File: src/rtl/mdu_pkg.sv
// Shared definitions for the multiply/divide unit: op encodings, FSM states
// and the iteration-counter width helper.
package mdu_pkg;

    typedef enum logic [1:0] {
        MDU_MULT  = 2'b00,
        MDU_MULTU = 2'b01,
        MDU_DIV   = 2'b10,
        MDU_DIVU  = 2'b11
    } mdu_op_e;

    typedef enum logic [1:0] {
        IDLE = 2'b00,
        CALC = 2'b01,
        FIX  = 2'b10
    } mdu_state_e;

    function automatic int unsigned clog2(input int unsigned value);
        int unsigned res;
        res = 0;
        while ((64'd1 << res) < 64'(value)) begin
            res = res + 1;
        end
        return res;
    endfunction

endpackage

File: src/rtl/mdu_signfix.sv
// Conditional two's-complement negate, used for operand magnitudes and for
// the sign correction applied to results.
module mdu_signfix #(
    parameter int unsigned W = 32
) (
    input  logic [W-1:0] val_i,
    input  logic         neg_i,
    output logic [W-1:0] res_o
);

    assign res_o = neg_i ? (~val_i + W'(1)) : val_i;

endmodule

File: src/rtl/multdiv_unit.sv
// Iterative shift-add multiply / restoring divide with HI/LO registers.
// Define MULTDIV_DIV_EN to include the div/divu datapath.
module multdiv_unit
    import mdu_pkg::*;
#(
    parameter int unsigned WIDTH = 32
) (
    input  logic             clk,
    input  logic             reset_n,
    input  logic             start,
    input  logic [1:0]       op,
    input  logic [WIDTH-1:0] a,
    input  logic [WIDTH-1:0] b,
    input  logic             hi_we,
    input  logic             lo_we,
    input  logic [WIDTH-1:0] wdata,
    output logic             busy,
    output logic             done,
    output logic [WIDTH-1:0] hi,
    output logic [WIDTH-1:0] lo
);

    localparam int unsigned CNT_W = clog2(WIDTH);

    mdu_state_e             state_q, state_d;
    logic [CNT_W-1:0]       cnt_q, cnt_d;
    logic [2*WIDTH-1:0]     acc_q, acc_d;
    logic [WIDTH-1:0]       opnd_q, opnd_d;
    logic                   neg_p_q, neg_p_d;
    logic [WIDTH-1:0]       hi_q, hi_d;
    logic [WIDTH-1:0]       lo_q, lo_d;
    logic                   done_q, done_d;

    logic                   op_signed, op_div, op_legal;
    logic [WIDTH-1:0]       mag_a, mag_b;
    logic [2*WIDTH-1:0]     prod_fix;
    logic [WIDTH:0]         mul_sum;
    logic [2*WIDTH-1:0]     mul_step;

    assign op_signed = (op == MDU_MULT) || (op == MDU_DIV);
    assign op_div    = (op == MDU_DIV)  || (op == MDU_DIVU);

`ifdef MULTDIV_DIV_EN
    logic                   neg_r_q, neg_r_d;
    logic                   div_q, div_d;
    logic                   bzero_q, bzero_d;
    logic [WIDTH-1:0]       dvd_q, dvd_d;
    logic [WIDTH-1:0]       quo_fix, rem_fix;
    logic [WIDTH:0]         rem_sh, diff;
    logic [2*WIDTH-1:0]     div_step;

    assign op_legal = 1'b1;
`else
    assign op_legal = ~op_div;
`endif

    mdu_signfix #(.W(WIDTH)) u_mag_a (
        .val_i (a),
        .neg_i (op_signed & a[WIDTH-1]),
        .res_o (mag_a)
    );

    mdu_signfix #(.W(WIDTH)) u_mag_b (
        .val_i (b),
        .neg_i (op_signed & b[WIDTH-1]),
        .res_o (mag_b)
    );

    mdu_signfix #(.W(2*WIDTH)) u_fix_prod (
        .val_i (acc_q),
        .neg_i (neg_p_q),
        .res_o (prod_fix)
    );

    // Multiply: acc = {partial sum, remaining multiplier bits}, shifted right each step.
    assign mul_sum  = {1'b0, acc_q[2*WIDTH-1:WIDTH]} + (acc_q[0] ? {1'b0, opnd_q} : '0);
    assign mul_step = {mul_sum, acc_q[WIDTH-1:1]};

`ifdef MULTDIV_DIV_EN
    mdu_signfix #(.W(WIDTH)) u_fix_quo (
        .val_i (acc_q[WIDTH-1:0]),
        .neg_i (neg_p_q),
        .res_o (quo_fix)
    );

    mdu_signfix #(.W(WIDTH)) u_fix_rem (
        .val_i (acc_q[2*WIDTH-1:WIDTH]),
        .neg_i (neg_r_q),
        .res_o (rem_fix)
    );

    // Divide: acc = {remainder, dividend/quotient}, shifted left each step.
    assign rem_sh   = {acc_q[2*WIDTH-1:WIDTH], acc_q[WIDTH-1]};
    assign diff     = rem_sh - {1'b0, opnd_q};
    assign div_step = diff[WIDTH] ? {rem_sh[WIDTH-1:0], acc_q[WIDTH-2:0], 1'b0}
                                  : {diff[WIDTH-1:0],   acc_q[WIDTH-2:0], 1'b1};
`endif

    always_comb begin
        state_d = state_q;
        cnt_d   = cnt_q;
        acc_d   = acc_q;
        opnd_d  = opnd_q;
        neg_p_d = neg_p_q;
        hi_d    = hi_q;
        lo_d    = lo_q;
        done_d  = 1'b0;
`ifdef MULTDIV_DIV_EN
        neg_r_d = neg_r_q;
        div_d   = div_q;
        bzero_d = bzero_q;
        dvd_d   = dvd_q;
`endif
        unique case (state_q)
            IDLE: begin
                if (start && op_legal) begin
                    state_d = CALC;
                    cnt_d   = CNT_W'(WIDTH - 1);
                    neg_p_d = op_signed & (a[WIDTH-1] ^ b[WIDTH-1]);
                    acc_d   = {{WIDTH{1'b0}}, mag_b};
                    opnd_d  = mag_a;
`ifdef MULTDIV_DIV_EN
                    neg_r_d = op_signed & a[WIDTH-1];
                    div_d   = op_div;
                    bzero_d = (b == '0);
                    dvd_d   = a;
                    if (op_div) begin
                        acc_d  = {{WIDTH{1'b0}}, mag_a};
                        opnd_d = mag_b;
                    end
`endif
                end else begin
                    if (hi_we) hi_d = wdata;
                    if (lo_we) lo_d = wdata;
                end
            end
            CALC: begin
                acc_d = mul_step;
`ifdef MULTDIV_DIV_EN
                if (div_q) acc_d = div_step;
`endif
                cnt_d = cnt_q - 1'b1;
                if (cnt_q == '0) state_d = FIX;
            end
            FIX: begin
                state_d      = IDLE;
                done_d       = 1'b1;
                {hi_d, lo_d} = prod_fix;
`ifdef MULTDIV_DIV_EN
                if (div_q) begin
                    if (bzero_q) begin
                        hi_d = dvd_q;
                        lo_d = '1;
                    end else begin
                        hi_d = rem_fix;
                        lo_d = quo_fix;
                    end
                end
`endif
            end
            default: state_d = IDLE;
        endcase
    end

    always_ff @(posedge clk) begin
        if (!reset_n) begin
            state_q <= IDLE;
            cnt_q   <= '0;
            acc_q   <= '0;
            opnd_q  <= '0;
            neg_p_q <= 1'b0;
            hi_q    <= '0;
            lo_q    <= '0;
            done_q  <= 1'b0;
`ifdef MULTDIV_DIV_EN
            neg_r_q <= 1'b0;
            div_q   <= 1'b0;
            bzero_q <= 1'b0;
            dvd_q   <= '0;
`endif
        end else begin
            state_q <= state_d;
            cnt_q   <= cnt_d;
            acc_q   <= acc_d;
            opnd_q  <= opnd_d;
            neg_p_q <= neg_p_d;
            hi_q    <= hi_d;
            lo_q    <= lo_d;
            done_q  <= done_d;
`ifdef MULTDIV_DIV_EN
            neg_r_q <= neg_r_d;
            div_q   <= div_d;
            bzero_q <= bzero_d;
            dvd_q   <= dvd_d;
`endif
        end
    end

    assign busy = (state_q != IDLE);
    assign done = done_q;
    assign hi   = hi_q;
    assign lo   = lo_q;

endmodule
File: config.mk
export PLATFORM = sky130hd
export DESIGN_NAME = multdiv_unit
export DESIGN_NICKNAME = d
export VERILOG_FILES = /design/src/rtl/mdu_pkg.sv /design/src/rtl/mdu_signfix.sv /design/src/rtl/multdiv_unit.sv
export SDC_FILE = /design/constraint.sdc
export NUM_CORES = 1
export LEC_CHECK = 0
export BUFFER_PORTS_ARGS = -buffer_cell sky130_fd_sc_hd__buf_2
export CAP_MARGIN = 20
export CORE_MARGIN = 1.5
export CORE_UTILIZATION = 63
export DETAILED_ROUTE_END_ITERATION = 12
export PLACE_DENSITY_LB_ADDON = 0.1
export SYNTH_ARGS = -nofsm -noshare
export SYNTH_HDL_FRONTEND = slang
export SYNTH_SLANG_ARGS = --single-unit
File: constraint.sdc
create_clock -name clk -period 5.05 [get_ports clk]
set_clock_uncertainty 0.05 [all_clocks]
set_input_delay 0 -clock clk [delete_from_list [all_inputs] [get_ports clk]]
set_output_delay 0 -clock clk [all_outputs]
set_load 0.05 [all_outputs]
==> results.cfg <==
[floorplan]
chipWidth_um = 137
die_area_um2 = 18800
start_util = 0.651
num_io_pins = 169
die_h_um = 137
core_um2 = 17400
rows = 48

[yosys]
synth_top_area_frac = 0.298
syn-num-nets = 1627
synth_edf_count = 0
synth.avg_cell_area_um2 = 7.63
yosys_warnings = 0
ys.flop_type = dfxtp_1
mappedNetlistArea_um2 = 11300
ys_ff_latch = 169
ys_top_cells_by_area = dfxtp_1, o21ai_0, a21oi_1, nand2_1, xor2_1
synth.largest_area_cell = dfxtp_1
syn_inst = 1486
synth_cell_types = 77
synth-async-reset-ratio = 0
ys_seq_area_frac = 0.298

[global_route]
grt_pass1_wl_mm = 60.0
track_usage = 0.406
antenna_found_initial = 0
grt-ovfl-total = 0
grt_pass1_vias = 11600
grt_max_degree = 74

[finish]
antenna_cells = 0
instances_no_fill = 1928
final.fill_count = 1218
nNetsFinal = 1831
mostFrequentLayoutCells = dfxtp_1, buf_2, nand2_1
synthToLayoutAreaGrowth_pct = 21.8
final_layout_size_suffix_gt1_frac = 0.146

[timing]
rsz0062_at_grt = false
setup-tns-final_ps = 0
fmax_ghz = 0.263
worstMarginPinSlew_ps = 983
setup_viol = 0
slew_headroom = 0.345
drv_slew = 0
hold_violations = 0
period_needed_ps = 3810
setup_slack_ps = 1240
min_period_over_period = 0.754

[placement]
io_buffers = 168
dpl.hpwl_mm = 25.5
pre_cts_ws_ps = 1330
place_congestion = 0.965
placedCellCount = 1795

[clock_network]
postCtsSetupBuffers = 0
cts_buffers = 17
clock-sinks = 169
root_buffer = clkbuf_16
clk_path_buf_depth = 2
ctsHtreeMaxLevel = 4
insertion_delay_ps = 440
cts_tree = done
ctsResizeCount = 0
clkTransAtPathRegs_ps = 70

[critical_path]
cp.required_ps = 5330
crit_buf_inv = 1
cp-start-kind = register
crit_type = register to register
critPathMaxStageDelay_ps = 920
crit_path_end_kind = register
cp_max_fo = 36
critPathArrivalTime_ps = 4090
crit_chain = and2_1 -> ha_1 -> inv_1 -> fa_1 -> nand2b_1 -> a21oi_1 -> o211a_1 -> o211ai_1 -> a2111oi_0 -> o21ai_0 -> a32o_1
cp_slowest_cell = dfxtp_1
critPathTopFamily = compound AO/OA/AOI/OAI gates

[route]
route.detailed.drc = 0
wire_per_inst_um = 19.9
drt_wl_total_mm = 38.4
avgViaCountPerCell = 6.64
drt_pre_antenna_iters = 7
via_count = 12800
antenna_left = 0
drtIter0Drc = 1415

[power]
power_density_nw_per_um2 = 275
finalPower_w = 0.00380
vdd_drop_max_mv = 0.235
p_leak_nw = 5.58

[worst_hold_path]
hold_class = input pin to register

[outcome]
status = completed

[job]
max_cap_viol_count = 0
cell type report:
cell class,count,area [um2],share of cell area
Tap cell,225,282,0.0204
Sequential cell,169,3380,0.245
Timing Repair Buffer,282,1940,0.141
Inverter,24,90.1,0.00653
Clock inverter,15,166,0.0121
Clock buffer,17,425,0.0308
Multi-Input combinational cell,1196,7510,0.544
repair_timing:
item	CTS	global route
hold buffers	99	0
hold endpoints to repair	113	0
setup endpoints to repair	0	0
layer usage:
layer  global-route usage  share of wire  vias to the layer above  wire (um)
met5                    0              0                        -          0
met4                0.170          0.038                        0       1470
met3               0.0770           0.12                      131       4490
met2                0.620           0.44                      916      16800
met1                0.560           0.41                     5850      15700
li1                     -              -                     5903          -
worst paths after layout:
check	from	to	slack, ps	cells after the start
min reg2reg	lo[28]	lo[28]	410	2
min	wdata[27]	hi[27]	30	5
max	acc_q[0]	acc_q[57]	1240	11
max reg2reg	acc_q[0]	acc_q[57]	1240	11
cell families (layout without fill, tap and decap cells):
| group | count (synthesis) | after routing | share of synthesized area |
|---|---|---|---|
| buffers and inverters | 121 | 338 | 0.0409 |
| AO/OA/AOI/OAI | 513 | 513 | 0.292 |
| AND/OR/NAND/NOR | 527 | 527 | 0.234 |
| XOR/XNOR | 111 | 111 | 0.0858 |
| adder cells (fa/ha/maj) | 38 | 38 | 0.0426 |
| flip-flops | 169 | 169 | 0.298 |
| multiplexers | 7 | 7 | 0.00618 |
cell usage after synthesis, drive strengths merged, types with 11 or more instances:
cell type and instances:
a211oi 44, a21o 18, a21oi 125, a22oi 31
a31oi 13, and2 33, buf 13, clkbuf 84
dfxtp 169, ha 37, inv 23, nand2 160
nand2b 11, nand3 29, nor2 114, nor3 54
nor4 19, o211ai 25, o21ai 138, o31ai 18
o41ai 19, or2 11, or3 31, or4 19
xnor2 47, xor2 64
power by group:
part           switching [W]  internal (W)
Clock               0.000604      0.000740
Combinational       0.000631      0.000316
Sequential         0.0000850       0.00143
Total                0.00132       0.00248
sequential cells by signal, indices dropped and copies added, names as in the netlist:
register and count:
acc_q 64, done 1, hi 32, neg_p_q 1, cnt_q 5, state_q 2
opnd_q 32, lo 32
tightest hold or removal path, delay by kind of cell:
kind                   cells  cell delay (ps)
buffers and inverters      1               80
and+or+nand+nor            2              150
AOI/OAI and AO/OA          2              250
metrics by stage:
step	hold WS, ps	utilization	area (um2)
floorplan	86.0	-	11300
global placement	239	0.701	12200
detailed placement	238	0.701	12200
CTS	2.75	0.792	13800
global route	81.2	0.793	13800
finish	33.7	0.793	13800
No activity file was read; power rests on OpenSTA's default activity.
